--- config.mk ---
export PLATFORM = sky130hd
export DESIGN_NAME = uart_hram_bridge
export DESIGN_NICKNAME = d
export VERILOG_FILES = /design/src/rtl/hram_bridge_pkg.sv /design/src/rtl/uart_tx_seq.sv /design/src/rtl/uart_hram_bridge.sv
export SDC_FILE = /design/constraint.sdc
export NUM_CORES = 1
export LEC_CHECK = 0
export CAP_MARGIN = 20
export CORE_ASPECT_RATIO = 1.1
export CORE_MARGIN = 4
export CORE_UTILIZATION = 47
export DETAILED_ROUTE_END_ITERATION = 16
export PLACE_DENSITY = 0.79
export SETUP_SLACK_MARGIN = 0.4
export SYNTH_ARGS = -nofsm -noshare
export SYNTH_HDL_FRONTEND = slang
export SYNTH_SLANG_ARGS = --single-unit
--- constraint.sdc ---
create_clock -name clk -period 9.3 [get_ports clk]
set_clock_uncertainty 0.15 [all_clocks]
set_input_delay 1.395 -clock clk [delete_from_list [all_inputs] [get_ports clk]]
set_output_delay 1.395 -clock clk [all_outputs]
set_load 0.01 [all_outputs]
--- src/rtl/hram_bridge_pkg.sv ---
// hram_bridge_pkg: shared definitions for the UART to HyperRAM command bridge.
//   - command byte codes
//   - bridge and transmit sequencer state encodings
//   - all-ones error response fill (sliced to the word width by users)
//   - saturating increment helper for the 8-bit error counter
package hram_bridge_pkg;

   localparam logic [7:0] CMD_ADDR       = 8'h01;
   localparam logic [7:0] CMD_LOAD       = 8'h02;
   localparam logic [7:0] CMD_WRITE      = 8'h03;
   localparam logic [7:0] CMD_READ       = 8'h04;
   localparam logic [7:0] CMD_READ_REQ   = 8'h05;
   localparam logic [7:0] CMD_BURST_READ = 8'h08;
   localparam logic [7:0] CMD_STATUS     = 8'h09;

   localparam int unsigned MAX_WORD_BITS = 256;
   localparam logic [MAX_WORD_BITS-1:0] ERR_RESP = '1;

   typedef enum logic [2:0] {
      COLLECT,
      EXEC,
      MEM_REQ,
      MEM_WAIT,
      TX_SEND
   } bridge_state_e;

   typedef enum logic [1:0] {
      TX_IDLE,
      TX_LOAD,
      TX_STROBE,
      TX_WAIT
   } tx_state_e;

   function automatic logic [7:0] sat_inc8(input logic [7:0] v);
      return (v == 8'hFF) ? v : v + 8'd1;
   endfunction

endpackage

--- src/rtl/uart_tx_seq.sv ---
// uart_tx_seq: sends one response word to uart_tx, MSB byte first.
//   clk, reset   : clock, synchronous active-high reset
//   load, word   : one-cycle strobe capturing the word to send
//   nbytes       : number of bytes to send from the top of the word
//   tx_ready     : uart_tx idle
//   tx_start     : one-cycle start strobe to uart_tx
//   tx_data      : byte presented with tx_start
//   done         : one-cycle pulse once the last byte has been taken
module uart_tx_seq
   import hram_bridge_pkg::*;
#(
   parameter int unsigned W = 32
) (
   input  logic         clk,
   input  logic         reset,
   input  logic         load,
   input  logic [W-1:0] word,
   input  logic [7:0]   nbytes,
   input  logic         tx_ready,
   output logic         tx_start,
   output logic [7:0]   tx_data,
   output logic         done
);

   tx_state_e    state_q, state_d;
   logic [W-1:0] shreg_q, shreg_d;
   logic [7:0]   cnt_q, cnt_d;

   always_ff @(posedge clk) begin
      if (reset) begin
         state_q <= TX_IDLE;
         shreg_q <= '0;
         cnt_q   <= '0;
      end else begin
         state_q <= state_d;
         shreg_q <= shreg_d;
         cnt_q   <= cnt_d;
      end
   end

   always_comb begin
      state_d  = state_q;
      shreg_d  = shreg_q;
      cnt_d    = cnt_q;
      tx_start = 1'b0;
      done     = 1'b0;
      case (state_q)
         TX_IDLE: begin
            if (load) begin
               shreg_d = word;
               cnt_d   = nbytes;
               if (nbytes != 8'd0) state_d = TX_LOAD;
            end
         end
         TX_LOAD: begin
            if (tx_ready) state_d = TX_STROBE;
         end
         TX_STROBE: begin
            tx_start = 1'b1;
            state_d  = TX_WAIT;
         end
         TX_WAIT: begin
            // uart_tx dropping ready means it has taken the byte
            if (!tx_ready) begin
               shreg_d = shreg_q << 8;
               cnt_d   = cnt_q - 8'd1;
               if (cnt_q == 8'd1) begin
                  done    = 1'b1;
                  state_d = TX_IDLE;
               end else begin
                  state_d = TX_LOAD;
               end
            end
         end
         default: state_d = TX_IDLE;
      endcase
   end

   assign tx_data = shreg_q[W-1 -: 8];

endmodule

--- src/rtl/uart_hram_bridge.sv ---
// uart_hram_bridge: decodes framed UART commands into HyperRAM controller
// requests and returns DATA_BYTES-long responses.
//   clk, reset          : clock, synchronous active-high reset
//   rx_rcv, rx_data     : received byte strobe and byte from uart_rx
//   tx_start, tx_data   : byte strobe and byte to uart_tx; tx_ready = uart_tx idle
//   mem_rd_req/wr_req   : one-cycle controller strobes
//   mem_addr, mem_wr_d  : access address and write data
//   mem_rd_d, mem_rd_rdy: read data and its valid strobe; mem_busy = controller busy
//   frame_err           : one-cycle pulse on any framing or command error
module uart_hram_bridge
   import hram_bridge_pkg::*;
#(
   parameter int unsigned DATA_BYTES     = 4,
   parameter int unsigned ADDR_STEP      = 1,
   parameter int unsigned MAX_BURST      = 16,
   parameter int unsigned TIMEOUT_CYCLES = 2400000
) (
   input  logic                    clk,
   input  logic                    reset,
   input  logic                    rx_rcv,
   input  logic [7:0]              rx_data,
   output logic                    tx_start,
   output logic [7:0]              tx_data,
   input  logic                    tx_ready,
   output logic                    mem_rd_req,
   output logic                    mem_wr_req,
   output logic [31:0]             mem_addr,
   output logic [8*DATA_BYTES-1:0] mem_wr_d,
   input  logic [8*DATA_BYTES-1:0] mem_rd_d,
   input  logic                    mem_rd_rdy,
   input  logic                    mem_busy,
   output logic                    frame_err
);

   localparam int unsigned W  = 8 * DATA_BYTES;
   localparam int unsigned CW = $clog2(DATA_BYTES + 2);

   bridge_state_e state_q, state_d;
   logic [CW-1:0] byte_cnt_q, byte_cnt_d;
   logic [7:0]    cmd_q, cmd_d;
   logic [W-1:0]  payload_q, payload_d;
   logic [31:0]   tmo_q, tmo_d;
   logic [7:0]    err_count_q, err_count_d;
   logic [15:0]   cmd_count_q, cmd_count_d;
   logic [7:0]    last_cmd_q, last_cmd_d;
   logic [31:0]   mem_addr_q, mem_addr_d;
   logic [W-1:0]  wr_data_q, wr_data_d;
   logic [W-1:0]  rdata_q, rdata_d;
   logic [W-1:0]  resp_q, resp_d;
   logic [W-1:0]  burst_left_q, burst_left_d;
   logic          seen_busy_q, seen_busy_d;
   logic          load_q, load_d;
   logic          frame_err_q, frame_err_d;

   logic expire;
   logic err_a;
   logic err_b;
   logic cmd_ok;
   logic cmd_bad;
   logic tx_done;

   always_ff @(posedge clk) begin
      if (reset) begin
         state_q      <= COLLECT;
         byte_cnt_q   <= '0;
         cmd_q        <= '0;
         payload_q    <= '0;
         tmo_q        <= '0;
         err_count_q  <= '0;
         cmd_count_q  <= '0;
         last_cmd_q   <= '0;
         mem_addr_q   <= '0;
         wr_data_q    <= '0;
         rdata_q      <= '0;
         resp_q       <= '0;
         burst_left_q <= '0;
         seen_busy_q  <= 1'b0;
         load_q       <= 1'b0;
         frame_err_q  <= 1'b0;
      end else begin
         state_q      <= state_d;
         byte_cnt_q   <= byte_cnt_d;
         cmd_q        <= cmd_d;
         payload_q    <= payload_d;
         tmo_q        <= tmo_d;
         err_count_q  <= err_count_d;
         cmd_count_q  <= cmd_count_d;
         last_cmd_q   <= last_cmd_d;
         mem_addr_q   <= mem_addr_d;
         wr_data_q    <= wr_data_d;
         rdata_q      <= rdata_d;
         resp_q       <= resp_d;
         burst_left_q <= burst_left_d;
         seen_busy_q  <= seen_busy_d;
         load_q       <= load_d;
         frame_err_q  <= frame_err_d;
      end
   end

   // a partial frame has sat idle for TIMEOUT_CYCLES clocks
   assign expire = (state_q == COLLECT) && (byte_cnt_q != '0) &&
                   (tmo_q >= 32'(TIMEOUT_CYCLES - 1));

   always_comb begin
      state_d      = state_q;
      byte_cnt_d   = byte_cnt_q;
      cmd_d        = cmd_q;
      payload_d    = payload_q;
      tmo_d        = '0;
      cmd_count_d  = cmd_count_q;
      last_cmd_d   = last_cmd_q;
      mem_addr_d   = mem_addr_q;
      wr_data_d    = wr_data_q;
      rdata_d      = rdata_q;
      resp_d       = resp_q;
      burst_left_d = burst_left_q;
      seen_busy_d  = seen_busy_q;
      load_d       = 1'b0;
      frame_err_d  = 1'b0;
      mem_rd_req   = 1'b0;
      mem_wr_req   = 1'b0;
      err_a        = 1'b0;
      err_b        = 1'b0;
      cmd_ok       = 1'b0;
      cmd_bad      = 1'b0;

      case (state_q)
         COLLECT: begin
            if (expire) begin
               frame_err_d = 1'b1;
               err_a       = 1'b1;
               byte_cnt_d  = '0;
            end
            if (rx_rcv) begin
               // on a simultaneous expiry the byte opens a fresh frame
               if (expire || byte_cnt_q == '0) begin
                  cmd_d      = rx_data;
                  payload_d  = '0;
                  byte_cnt_d = CW'(1);
               end else begin
                  payload_d = (payload_q << 8) | W'(rx_data);
                  if (byte_cnt_q == CW'(DATA_BYTES)) begin
                     byte_cnt_d = '0;
                     state_d    = EXEC;
                  end else begin
                     byte_cnt_d = byte_cnt_q + CW'(1);
                  end
               end
            end else if (!expire && byte_cnt_q != '0) begin
               tmo_d = tmo_q + 32'd1;
            end
         end

         EXEC: begin
            case (cmd_q)
               CMD_ADDR: begin
                  mem_addr_d = 32'(payload_q);
                  resp_d     = payload_q;
                  load_d     = 1'b1;
                  state_d    = TX_SEND;
                  cmd_ok     = 1'b1;
               end
               CMD_LOAD: begin
                  wr_data_d = payload_q;
                  resp_d    = payload_q;
                  load_d    = 1'b1;
                  state_d   = TX_SEND;
                  cmd_ok    = 1'b1;
               end
               CMD_WRITE, CMD_READ_REQ: begin
                  seen_busy_d = 1'b0;
                  state_d     = MEM_REQ;
                  cmd_ok      = 1'b1;
               end
               CMD_READ: begin
                  resp_d  = rdata_q;
                  load_d  = 1'b1;
                  state_d = TX_SEND;
                  cmd_ok  = 1'b1;
               end
               CMD_BURST_READ: begin
                  if (payload_q == '0 || payload_q > W'(MAX_BURST)) begin
                     cmd_bad = 1'b1;
                  end else begin
                     burst_left_d = payload_q;
                     state_d      = MEM_REQ;
                     cmd_ok       = 1'b1;
                  end
               end
               CMD_STATUS: begin
                  resp_d  = W'({cmd_count_q, last_cmd_q, err_count_q});
                  load_d  = 1'b1;
                  state_d = TX_SEND;
                  cmd_ok  = 1'b1;
               end
               default: cmd_bad = 1'b1;
            endcase
            if (cmd_bad) begin
               resp_d      = ERR_RESP[W-1:0];
               load_d      = 1'b1;
               frame_err_d = 1'b1;
               err_a       = 1'b1;
               state_d     = TX_SEND;
            end
            if (cmd_ok) begin
               cmd_count_d = cmd_count_q + 16'd1;
               last_cmd_d  = cmd_q;
            end
         end

         MEM_REQ: begin
            if (!mem_busy) begin
               if (cmd_q == CMD_WRITE) mem_wr_req = 1'b1;
               else                    mem_rd_req = 1'b1;
               state_d = MEM_WAIT;
            end
         end

         MEM_WAIT: begin
            if (cmd_q == CMD_WRITE) begin
               // completion is busy going high and then low again
               if (mem_busy) begin
                  seen_busy_d = 1'b1;
               end else if (seen_busy_q) begin
                  mem_addr_d = mem_addr_q + 32'(ADDR_STEP);
                  resp_d     = W'(CMD_WRITE);
                  load_d     = 1'b1;
                  state_d    = TX_SEND;
               end
            end else if (mem_rd_rdy) begin
               rdata_d    = mem_rd_d;
               mem_addr_d = mem_addr_q + 32'(ADDR_STEP);
               if (cmd_q == CMD_BURST_READ) begin
                  resp_d       = mem_rd_d;
                  burst_left_d = burst_left_q - W'(1);
               end else begin
                  resp_d = W'(CMD_READ_REQ);
               end
               load_d  = 1'b1;
               state_d = TX_SEND;
            end
         end

         TX_SEND: begin
            if (tx_done) state_d = (burst_left_q != '0) ? MEM_REQ : COLLECT;
         end

         default: state_d = COLLECT;
      endcase

      if (rx_rcv && state_q != COLLECT) begin
         frame_err_d = 1'b1;
         err_b       = 1'b1;
      end

      err_count_d = err_a ? sat_inc8(err_count_q) : err_count_q;
      if (err_b) err_count_d = sat_inc8(err_count_d);
   end

   uart_tx_seq #(
      .W(W)
   ) u_tx_seq (
      .clk      (clk),
      .reset    (reset),
      .load     (load_q),
      .word     (resp_q),
      .nbytes   (8'(DATA_BYTES)),
      .tx_ready (tx_ready),
      .tx_start (tx_start),
      .tx_data  (tx_data),
      .done     (tx_done)
   );

   assign mem_addr  = mem_addr_q;
   assign mem_wr_d  = wr_data_q;
   assign frame_err = frame_err_q;

endmodule

Word level (Yosys, flattened, before mapping)
Index checks and enable logic that the tools add are counted.

Add/sub/neg operators: 8. Magnitude comparators: 2. Equal/unequal tests: 41. Multiplexer cells: 86. Bitwise operators: 4. Reduce and logical (&&, ||, !) cells: 35.

Operators with widths (count): $mux 32 (19); $pmux 32 s2 (4); $pmux 32 s3 (1); $add 32x1->32 const B (2); $mux 8 (6); $mux 3 (15); $ge 32x22->1 const B (1); $gt 32x5->1 const B (1); $logic_not 32->1 (1); $or 32x8->32 (1); $reduce_bool 32->1 (1); $sub 32x1->32 const B (1); $mux 1 (28); $ne 2x2->1 const B (14); $add 16x1->16 const B (1); $add 8x1->8 const B (2); $eq 8x1->1 const B (2); $eq 8x2->1 const B (2); $eq 8x3->1 const B (2); $eq 8x4->1 const B (2); $eq 8x8->1 const B (2); $pmux 8 s2 (1); $pmux 3 s5 (1); $reduce_and 3->1 (4); 32 further kinds (62).

Flip-flop bits (word level): 315. Input bits: 46. Output and inout bits: 76. Word-level logic and storage cells: 195.

Logic depth before layout (Yosys ltp)
Gate-level depths: netlist (run 1).

Depth in word-level cells: 11. Mapped depth: 12. Mapped depth without buffers: 11.

Cells and area by module
Synthesis (run 1) repeated with hierarchy kept, for this count alone.

Cells, all modules: 1882. Area total of the unflattened synthesis: 14839.2 µm².

Modules (own cells, without submodules): uart_hram_bridge (times used 1, cells an instance 1638, area each 12689.7 µm², sequential area each 5465.2 µm²); uart_tx_seq (times used 1, cells an instance 244, area each 2149.6 µm², sequential area each 840.8 µm²).

Worst setup path after synthesis (run 1)
Ideal clock, no wire load.

Path type: input port to output port. From: input mem_busy. To: output mem_rd_req. Arrival time: 1.828 ns. Data required time: 7.755 ns. Setup slack: 5.927 ns. Stages on the path: 1. Path buffers: 0. Cells stage by stage: nor4_1.

Cells in the longest elaborated chain, start to end: 2.

RTL lines: start, declared (RTL line uart_hram_bridge.sv:31) `input logic mem_busy,`; $mux 1 (RTL line uart_hram_bridge.sv:212) `if (!mem_busy) begin`; $mux 1 (RTL line uart_hram_bridge.sv:127) `case (state_q)`; end, declared (RTL line uart_hram_bridge.sv:25) `output logic mem_rd_req,`.

No other way between the ends.

Final worst setup path (run 1)
From: register cmd_q[7]. To: output mem_wr_req.

Cells in the longest elaborated chain, start to end: 4.

RTL lines: start, declared (RTL line uart_hram_bridge.sv:40) `logic [7:0] cmd_q, cmd_d;`; start signal, assigned (RTL line uart_hram_bridge.sv:83) `cmd_q <= cmd_d;`; $eq 8x2->1 (RTL line uart_hram_bridge.sv:213) `if (cmd_q == CMD_WRITE) mem_wr_req = 1'b1;`; $mux 1 (RTL line uart_hram_bridge.sv:213); $mux 1 (RTL line uart_hram_bridge.sv:212); $mux 1 (RTL line uart_hram_bridge.sv:127); end, declared (RTL line uart_hram_bridge.sv:26) `output logic mem_wr_req,`.

No other way between the ends.

==> results.md, run 1 <==
- Setup slack, reg-to-reg: 5.44 ns
- Crit-path max FO: 7
- Post_cts resized: 0
- Detailed Route WL: 43.2 mm
- Clk pin slew, worst setup/hold paths: 0.06 ns
- Largest net degree at the start of global routing: 161
- Seq/Total Area, Yosys: 43.1%
- Setup TNS Final: 0 ns
- Fin area: 0.0171 mm^2
- Sw Share: 25.0%
- Final setup violation count: 0
- Delay of the slowest critical-path stage: 0.85 ns
- CTS H-tree depth: 2
- Capture point of the critical path: mem_wr_req
- Worst setup SP type: flop
- Syn-to-layout area delta: 17.0%
- Final hold violations: 0
- Yosys reg bits: 315
- Net switching power: 0.000786 W
- Leak: 5.50 nW
- Hold Buf Count CTS: 0
- Tightest Pin Transition: 1.13 ns
- Critical path's slowest cell: nor4_1
- Share of cells above drive strength 1: 5.44%
- Mapped cell area: 0.0146 mm^2
- GP Congestion: 0.918
- Peak VDD IR: 0.108 mV
- Total grt overflow: 0
- Fin. max-slew vios: 0
- Sink Count: 315
- Rows: 67
- Placed Cells: 2283
- Fin crit share: 50.2%
- Port Buffers: 121
- Clock group share of total power: 42.9%
- Avg Inst Size Synth: 7.87 um^2
- Overall Global Routing Usage: 24.5%
- Clk_lat worst skew: 0.51 ns
- Num CTS Buffers: 34
- Antenna diodes: 0
- Remaining DRCs: 0
- Core area: 0.0306 mm^2
- Ys Warns: 0
- Ys flop type: dfxtp_1
- Critical Path Source: cmd_q[7]$_SDFFE_PP0P_
- Worst Reg-to-Reg Cells: 11
- Worst min path class: flop to flop
- CP delay by family, top: simple AND/OR/NAND/NOR gates
- Bufs on Longest Clock Path: 3
- Drt wl/cell: 18.4 um
- RSZ-0062 raised after global routing: no
- Die ar.: 0.0340 mm^2
- Data arrival, critical path: 3.12 ns
- Worst r2r src: cmd_q[7]$_SDFFE_PP0P_
- Layout fillers: 2694
- Ys async rst share: 0%
- Logic pwr share: 10.6%
- Final ANT Viol Nets: 0
- Final core area utilization: 55.9%
- Die Span X: 176 um
- Slew HR: 24.5%
- Cell breakdown of the critical path: nor4_1, nand4_1, nor4_1, clkdlybuf4s50_1
- Power Total: 0.00315 W
- Post-CTS setup buffer count: 0
- Mapped Cells: 1859
- Levels on crit path: 4
- First-pass GRT wire length: 68.9 mm
- Pwr dens: 184 mW/mm^2
- Fmax: 0.214 GHz
- Root buffer cell: clkbuf_16
- Die Y: 193 um
- Reg2reg end: mem_addr[15]$_SDFFE_PP0P_
- Sequential share of power: 46.5%
- Final min period: 4.67 ns
- WP data required: 7.76 ns
- Hpwl dp: 28.9 mm
- Drt pass-1 iters: 7
- CP most frequent cell: nor4_1
- Post-synth cell types: 74
- Pint: 0.00236 W
- Initial DRC Count: 1670
- Placed cell area: 0.0160 mm^2
- TritonCTS clock tree: done
- Max Cap Violations: 0
- Total number of vias: 14130
- Crit. End Element: primary output
- Final cell count without fillers: 2344
- EDFF count, synth: 0
- # IOs: 122
- Routed vias/inst: 6.03
- Final #Nets: 1966
- Starting Density: 47.8%
- Status: finished, final reports clean
- Vias in the first global route: 12979
- Worst path bufs/invs: 1
- Kind of critical path: flop to primary output
- Initial antenna violation count: 1
-- worst min path at each step --
| stage | startpoint | endpoint | slack, ns | cells past startpoint |
|---|---|---|---|---|
| 2_1_floorplan | tmo_q[0]$_SDFF_PP0_ | tmo_q[0]$_SDFF_PP0_ | 0.27 | 1 |
| 6_report | tmo_q[0]$_SDFF_PP0_ | tmo_q[0]$_SDFF_PP0_ | 0.30 | 1 |
| 5_1_grt | rdata_q[3]$_SDFFE_PP0P_ | rdata_q[3]$_SDFFE_PP0P_ | 0.32 | 2 |
| 3_3_place_gp | tmo_q[0]$_SDFF_PP0_ | tmo_q[0]$_SDFF_PP0_ | 0.28 | 1 |
| 4_1_cts | mem_wr_d[11]$_SDFFE_PP0P_ | mem_wr_d[11]$_SDFFE_PP0P_ | 0.30 | 2 |
| 3_5_place_dp | last_cmd_q[7]$_SDFFE_PP0P_ | last_cmd_q[7]$_SDFFE_PP0P_ | 0.30 | 1 |
-- logic make-up after synthesis --
| group | count (synthesis) | share of synthesized area [%] |
|---|---|---|
| xor+xnor | 42 | 2.51 |
| other cells | 1 | 0.0256 |
| fa+ha+maj | 13 | 1.11 |
| compound gates | 530 | 22.9 |
| simple gates | 766 | 23.4 |
| mux | 31 | 2.12 |
| flops | 315 | 43.1 |
| buf+inv | 161 | 4.81 |
-- through the flow --
stage / setup slack (ns) / hold slack [ns]
5_1_grt: 4.36 / 0.318
3_3_place_gp: 4.97 / 0.278
6_report: 4.63 / 0.301
2_1_floorplan: 5.93 / 0.268
3_5_place_dp: 4.96 / 0.295
4_1_cts: 4.70 / 0.304
-- routing by layer --
layer / wire, um / vias to the layer above / part of all wire [%] / track usage (%)
met3: 3960 / 154 / 9.2 / 4.84
met4: 2090 / 2 / 4.8 / 10.2
met2: 19800 / 650 / 46 / 39.7
met5: 13 / - / 0.030 / 0
met1: 17300 / 6592 / 40 / 32.1
li1: - / 6732 / - / -
-- cells in the mapped netlist, types with 3 or more instances --
library cell	number	share of area (%)
or2_2	4	0.17
buf_4	8	0.41
nor2b_1	7	0.30
nand4_1	20	0.86
a41o_1	3	0.21
buf_6	3	0.23
buf_2	5	0.17
a22oi_1	63	3.2
nor3b_1	5	0.26
o21a_1	4	0.21
nor2_1	217	5.6
nor4_1	30	1.3
xor2_1	24	1.4
clkbuf_1	112	2.9
nand2_1	309	7.9
a211oi_1	74	3.8
a31oi_1	41	1.8
buf_1	4	0.10
mux2i_1	31	2.1
and4_1	3	0.18
nor3_1	44	1.5
ha_1	13	1.1
or4_1	7	0.36
nand3b_1	4	0.21
xnor2_1	18	1.1
or3_2	3	0.15
or3_1	13	0.56
clkbuf_8	4	0.38
nand3_1	56	1.9
nor3_2	3	0.21
o21ai_0	73	2.5
dfxtp_1	315	43
o22ai_1	10	0.43
nand2b_1	7	0.30
and2_1	10	0.43
inv_1	25	0.64
a21oi_1	192	6.6
o31ai_1	13	0.67
and3_1	14	0.60
a21o_1	4	0.21
a22o_1	20	1.2
-- cell usage in the layout (no fill, tap or decap), types with 31 or more instances in the layout --
cell type / instances
a211oi_1: 74
a21oi_1: 192
a22oi_1: 63
a31oi_1: 41
clkbuf_16: 35
clkdlybuf4s50_1: 120
dfxtp_1: 315
mux2i_1: 31
nand2_1: 308
nand3_1: 56
nor2_1: 213
nor3_1: 42
o21ai_0: 73
-- sequential cells by signal (all words and copies together) (netlist names) --
| name | count |
|---|---|
| mem_wr_d | 32 |
| err_count_q | 8 |
| seen_busy_q | 1 |
| mem_addr | 32 |
| last_cmd_q | 8 |
| cmd_q | 8 |
| payload_q | 32 |
| tmo_q | 32 |
| rdata_q | 32 |
| load_q | 1 |
| resp_q | 32 |
| cmd_count_q | 16 |
| u_tx_seq.shreg_q | 32 |
| state_q | 3 |
| burst_left_q | 32 |
| byte_cnt_q | 3 |
| u_tx_seq.state_q | 2 |
| frame_err | 1 |
| u_tx_seq.cnt_q | 8 |
-- area by class of cell --
type | instances | area, um^2 | area share, %
flip-flops and latches | 315 | 6310 | 36.8
inverters | 25 | 93.8 | 0.548
repair buffers | 139 | 1370 | 8.01
clock buffers | 50 | 1010 | 5.91
clock inverters | 9 | 103 | 0.599
well taps | 414 | 518 | 3.03
multi-input cells | 1392 | 7710 | 45.1
-- power groups by stage --
stage / clock [W] / sequential (W) / combinational [W]
2_1_floorplan: 0 / 0.00147 / 0.000253
6_report: 0.00135 / 0.00146 / 0.000333
4_1_cts: 0.00137 / 0.00146 / 0.000332
3_3_place_gp: 0 / 0.00149 / 0.000319
5_1_grt: 0.00143 / 0.00147 / 0.000368
3_5_place_dp: 0 / 0.00149 / 0.000329
(Power assumes the default switching activity.)
==> inputs of run 2 (changes only) <==
--- a/config.mk
+++ b/config.mk
@@ -10,7 +10,7 @@
 export CORE_MARGIN = 4
 export CORE_UTILIZATION = 47
 export DETAILED_ROUTE_END_ITERATION = 16
-export PLACE_DENSITY = 0.79
+export PLACE_DENSITY = 0.81
 export SETUP_SLACK_MARGIN = 0.4
 export SYNTH_ARGS = -nofsm -noshare
 export SYNTH_HDL_FRONTEND = slang
==> constraint.sdc (replaced) <==
create_clock -name clk -period 4.2 [get_ports clk]
set_clock_uncertainty 0.15 [all_clocks]
set_input_delay 0.63 -clock clk [delete_from_list [all_inputs] [get_ports clk]]
set_output_delay 0.63 -clock clk [all_outputs]
set_load 0.01 [all_outputs]
==> run 2 against run 1 <==
  * Largest power group unchanged
  * Highest routed layer is now met4
  * Combinational power increased by 130%
  * Register-to-register slack worse by 4.9 ns
  * Setup slack lost 4.1 ns
  * Via count is 0.44% higher
  * Sequential cell count did not move
  * Global-route usage up 0.38 points
==> results.md, run 2 (same netlist as run 1, synthesis figures left out) <==
- Status: finished, final reports clean
- Share of cells above drive strength 1: 6.56% (+1.1 points)
- Bufs on Longest Clock Path: 3 (unchanged)
- Overall Global Routing Usage: 24.8% (+0.38 points)
- Crit-path max FO: 14 (+7)
- WP data required: 4.45 ns (-3.31 ns)
- Largest net degree at the start of global routing: 135 (-16%)
- CP most frequent cell: nand2_1
- Drt pass-1 iters: 6 (-1)
- Sink Count: 315 (unchanged)
- Routed vias/inst: 6.00 (-0.41%)
- Num CTS Buffers: 34 (unchanged)
- Initial DRC Count: 1545 (-7.5%)
- Starting Density: 47.8% (unchanged)
- Detailed Route WL: 43.8 mm (+1.3%)
- Rows: 67 (unchanged)
- Most common cell after layout, fill and taps aside: dfxtp_1
- Final core area utilization: 56.4% (+0.48 points)
- Pwr dens: 406 mW/mm^2 (+120%)
- Vias in the first global route: 13154 (+1.3%)
- Fmax: 0.272 GHz
- Worst setup SP type: flop
- Max Cap Violations: 0 (unchanged)
- Tightest Pin Transition: 0.951 ns (-0.180 ns)
- Remaining DRCs: 0 (unchanged)
- Die Y: 193 um (unchanged)
- Register area: 0.00631 mm^2 (unchanged)
- Initial antenna violation count: 0 (-1)
- Hpwl dp: 29.8 mm (+3.1%)
- Port Buffers: 121 (unchanged)
- Syn-to-layout area delta: 18.0%
- Kind of critical path: flop to flop
- Worst min path class: flop to flop
- Core area: 0.0306 mm^2 (unchanged)
- Root buffer cell: clkbuf_16
- Final hold violations: 0 (unchanged)
- RSZ-0062 raised after global routing: no
- Cell breakdown of the critical path: or3_2, nor4_1, o2111ai_1, nand2_1, o2111ai_2, mux2i_2, o311ai_1, mux2i_1, nand2_1
- Delay of the slowest critical-path stage: 0.58 ns (-0.27 ns)
- Power Total: 0.00701 W (+120%)
- Placed cell area: 0.0161 mm^2 (+0.81%)
- Leak: 5.60 nW (+1.7%)
- First-pass GRT wire length: 69.6 mm (+0.99%)
- Die Span X: 176 um (unchanged)
- Peak VDD IR: 0.228 mV (+110%)
- Slew HR: 36.4% (+12 points)
- # IOs: 122 (unchanged)
- Final setup violation count: 0 (unchanged)
- TritonCTS clock tree: done
- Hold slack: 0.307 ns (+0.00603 ns)
- Final min period: 3.68 ns
- Fin crit share: 87.6%
- Final #Nets: 1985 (+0.97%)
- Die ar.: 0.0340 mm^2 (unchanged)
- Setup TNS Final: 0 ns (unchanged)
- GP Congestion: 0.938 (+2.2%)
- Crit. End Element: flop
- Footprint of the multi-input gates: 0.00772 mm^2 (about the same)
- Total number of vias: 14192 (+0.44%)
- Total grt overflow: 0 (unchanged)
- Antenna diodes: 0 (unchanged)
- Worst path bufs/invs: 0 (-1)
- Data arrival, critical path: 3.93 ns (+0.81 ns)
- Commonest cells after routing, fill and taps aside: dfxtp_1, nand2_1, nor2_1
- Clk pin slew, worst setup/hold paths: 0.07 ns (about the same)
- Final ANT Viol Nets: 0 (unchanged)
- Fin area: 0.0173 mm^2 (+0.86%)
- Hold Buf Count CTS: 0 (unchanged)
- Drt wl/cell: 18.5 um (+0.44%)
- Fin. max-slew vios: 0 (unchanged)
- Clk_lat worst skew: 0.52 ns (about the same)
- Critical path's slowest cell: or3_2
- CTS H-tree depth: 2 (unchanged)
- Layout fillers: 2736 (+1.6%)
- CP delay by family, top: simple AND/OR/NAND/NOR gates
## run 2: what timing repair did
action                     4_1_cts  5_1_grt
buffers inserted                 0        0
gates resized for setup          0        1
setup endpoints to repair        0        4
## run 2: metrics by stage
| step | instances | setup slack [ns] |
|---|---|---|
| final | 2364 | 0.521 |
| after floorplan | 1868 | 1.12 |
| after CTS | 2363 | 0.576 |
| after global routing | 2364 | 0.449 |
| after global placement | 2303 | 0.817 |
| after detailed placement | 2303 | 0.742 |
## run 2: where the power goes
group          switching [W]  internal, W
combinational       0.000455     0.000308
sequential          0.000105      0.00313
clock                0.00122      0.00180
total                0.00178      0.00524
## run 2: final timing paths
| path | slack, ns | to | depth (start not counted) | startpoint |
|---|---|---|---|---|
| max | 0.52 | err_count_q[1]$_SDFF_PP0_ | 9 | state_q[1]$_SDFFE_PP0P_ |
| min | 0.31 | mem_wr_d[15]$_SDFFE_PP0P_ | 2 | mem_wr_d[15]$_SDFFE_PP0P_ |
| max reg2reg | 0.52 | err_count_q[1]$_SDFF_PP0_ | 9 | state_q[1]$_SDFFE_PP0P_ |
| min reg2reg | 0.31 | mem_wr_d[15]$_SDFFE_PP0P_ | 2 | mem_wr_d[15]$_SDFFE_PP0P_ |
## run 2: cell type report
class                      instances  area share, %
sequential                       315           36.5
clock inverter                    12          0.739
tap                              414           3.00
multi-input combinational       1392           44.7
inverter                          25          0.544
timing repair buffer             158           8.67
clock buffer                      48           5.82
## run 2: per-layer routing
metal / global-route usage (%) / vias up / part of all wire, %
li1: - / 6775 / -
met2: 40.1 / 689 / 45
met4: 11.8 / 0 / 5.2
met5: 0 / - / 0
met3: 3.78 / 146 / 9.3
met1: 32.9 / 6582 / 40
## run 2: worst min-delay path: cells and delay by family, from the launching register on
kind / cells / cell delay [ns]
flops: 1 / 0.31
compound gates: 1 / 0.05
simple gates: 1 / 0.05
==> inputs of run 3 (changes only) <==
==> constraint.sdc (replaced) <==
create_clock -name clk -period 4.2 [get_ports clk]
set_clock_uncertainty 0.15 [all_clocks]
set_input_delay 0.63 -clock clk [delete_from_list [all_inputs] [get_ports clk]]
set_output_delay 0.63 -clock clk [all_outputs]
set_load 0.05 [all_outputs]
==> run 3 against run 2 <==
  * Count of clock-buffer cells in the layout shrank 7
  * Cell area shrank 0.55%
  * Critical path depth shrank 4
  * Die area is the same
  * Register-to-register slack gained 0.20 ns
  * Sequential cell count is the same
  * Non-clock buffer count grew 1
  * Final cell count shrank 0.30%
  * Via count is essentially flat
  * Core utilization shrank 0.31 points
  * First-iteration DRC count shrank 2.6%
  * Largest cell class unchanged
  * Largest power group unchanged
==> results.md, run 3 (same netlist as run 1, synthesis figures left out) <==
- Die Span X: 176 um (unchanged)
- Tightest Pin Transition: 1.02 ns (+0.0730 ns)
- Footprint of the multi-input gates: 0.00771 mm^2 (about the same)
- Cell breakdown of the critical path: nor2_1, nand2_1, nor2_1, nor4_1, clkdlybuf4s50_1
- Clk_lat worst skew: 0.56 ns (+0.04 ns)
- Drt wl/cell: 18.6 um (+0.41%)
- Final ANT Viol Nets: 0 (unchanged)
- Fin crit share: 83.8% (-3.8 points)
- Max Cap Violations: 0 (unchanged)
- Slew HR: 31.5% (-4.9 points)
- # IOs: 122 (unchanged)
- Total number of vias: 14183 (-0.063%)
- Pint: 0.00512 W (-2.3%)
- Root buffer cell: clkbuf_16
- Total grt overflow: 0 (unchanged)
- Delay of the slowest critical-path stage: 0.89 ns (+0.31 ns)
- Initial DRC Count: 1505 (-2.6%)
- Power Total: 0.00692 W (-1.3%)
- Largest net degree at the start of global routing: 125 (-7.4%)
- Core area: 0.0306 mm^2 (unchanged)
- Critical path's slowest cell: clkdlybuf4s50_1
- Crit-path max FO: 10 (-4)
- Routed vias/inst: 6.02 (+0.23%)
- Setup slack, reg-to-reg: 0.72 ns (+0.20 ns)
- Fin. max-slew vios: 0 (unchanged)
- Setup TNS Final: 0 ns (unchanged)
- Port Buffers: 121 (unchanged)
- Rows: 67 (unchanged)
- Worst min path class: flop to flop
- Final #Nets: 1983 (-0.10%)
- Initial antenna violation count: 1 (+1)
- Crit. End Element: primary output
- RSZ-0062 raised after global routing: no
- Peak VDD IR: 0.289 mV (+27%)
- Clock group share of total power: 41.0% (-2.0 points)
- Die ar.: 0.0340 mm^2 (unchanged)
- Commonest cells after routing, fill and taps aside: dfxtp_1, nand2_1, nor2_1
- Die Y: 193 um (unchanged)
- Clk pin slew, worst setup/hold paths: 0.06 ns (about the same)
- Pwr dens: 403 mW/mm^2 (-0.73%)
- Detailed Route WL: 43.8 mm (+0.11%)
- Syn-to-layout area delta: 17.4%
- Drt pass-1 iters: 10 (+4)
- Remaining DRCs: 0 (unchanged)
- Num CTS Buffers: 31 (-8.8%)
- Antenna diodes: 0 (unchanged)
- Fmax: 0.284 GHz (+4.5%)
- Sequential share of power: 46.7% (+0.6 points)
- Final setup violation count: 0 (unchanged)
- Sw Share: 26.1% (+0.78 points)
- CP most frequent cell: nor2_1
- Hpwl dp: 29.9 mm (+0.20%)
- Leak: 5.57 nW (-0.55%)
- GP Congestion: 0.984 (+4.9%)
- Vias in the first global route: 13170 (+0.12%)
- Final min period: 3.52 ns (-0.159 ns)
- Data arrival, critical path: 2.74 ns (-1.19 ns)
- First-pass GRT wire length: 69.6 mm (+0.12%)
- Kind of critical path: flop to primary output
- Starting Density: 47.8% (unchanged)
- Net switching power: 0.00181 W (+1.8%)
- Worst setup SP type: flop
- Logic pwr share: 12.3% (+1.4 points)
- Most common cell after layout, fill and taps aside: dfxtp_1
- Final hold violations: 0 (unchanged)
- Post-CTS setup buffer count: 0 (unchanged)
- Status: finished, final reports clean
- Final core area utilization: 56.1% (-0.31 points)
- Register area: 0.00631 mm^2 (unchanged)
- Overall Global Routing Usage: 24.8% (-0.093 points)
- Layout fillers: 2740 (+0.15%)
- WP data required: 3.42 ns (-1.03 ns)
- CTS H-tree depth: 1 (-1)
- TritonCTS clock tree: done
- Bufs on Longest Clock Path: 3 (unchanged)
- Sink Count: 315 (unchanged)
- Share of cells above drive strength 1: 6.18% (-0.39 points)
## run 3: changes by cell type in the layout (fill, tap and decap cells not counted)
cell / delta
dlymetal6s2s_1: +1
clkinv_4: -1
bufinv_16: +2
mux2i_1: +1
clkinvlp_4: +1
buf_4: +1
clkbuf_16: -4
mux2i_2: -1
clkinv_2: -2
clkbuf_8: -3
clkdlybuf4s50_1: -1
inv_6: -1
## run 3: final cells by class
| class | instances | area share (%) |
|---|---|---|
| sequential | 315 | 36.7 |
| inverter | 25 | 0.547 |
| tap | 414 | 3.02 |
| multi-input combinational | 1392 | 44.9 |
| timing repair buffer | 159 | 8.77 |
| clock inverter | 11 | 0.976 |
| clock buffer | 41 | 5.03 |
## run 3: critical path, delay by kind of cell (launching register included)
family        cells  cell delay [ns]
flops             1             0.53
buf+inv           1             0.89
simple gates      4             0.77
## run 3: stage by stage
| stage | std cells | worst slack (ns) | hold WS, ns | area, um^2 |
|---|---|---|---|---|
| 6_report | 2357 | 0.681 | 0.299 | 17200 |
| 5_1_grt | 2357 | 0.459 | 0.325 | 17200 |
| 4_1_cts | 2356 | 0.456 | 0.305 | 17200 |
| 3_5_place_dp | 2304 | 0.706 | 0.294 | 16100 |
| 3_3_place_gp | 2304 | 0.773 | 0.280 | 16100 |
| 2_1_floorplan | 1868 | 0.746 | 0.268 | 14700 |
## run 3: power groups by stage
| stage | Combinational, W | Sequential, W | Clock, W |
|---|---|---|---|
| final | 0.000852 | 0.00323 | 0.00284 |
| after global routing | 0.000946 | 0.00325 | 0.00298 |
| after CTS | 0.000848 | 0.00323 | 0.00286 |
| after detailed placement | 0.000841 | 0.00330 | 0 |
| after global placement | 0.000824 | 0.00329 | 0 |
| after floorplan | 0.000657 | 0.00326 | 0 |
## run 3: worst paths after layout
path                    startpoint                        end  cells after the start
max          cmd_q[2]$_SDFFE_PP0P_                 mem_rd_req                      5
min            tmo_q[0]$_SDFF_PP0_        tmo_q[0]$_SDFF_PP0_                      1
min reg2reg    tmo_q[0]$_SDFF_PP0_        tmo_q[0]$_SDFF_PP0_                      1
max reg2reg  cmd_q[7]$_SDFFE_PP0P_  err_count_q[4]$_SDFF_PP0_                      9
## run 3: timing repair
| item | CTS | global route |
|---|---|---|
| resized for setup | 0 | 1 |
| hold buffers | 0 | 0 |
| endpoints found under the setup margin | 0 | 2 |
## run 3: metal layers
layer  global-route usage [%]  part of all wire [%]
met3                     3.67                   8.5
met1                     32.5                    40
met4                     9.60                   4.2
met5                        0                 0.030
met2                     41.4                    47
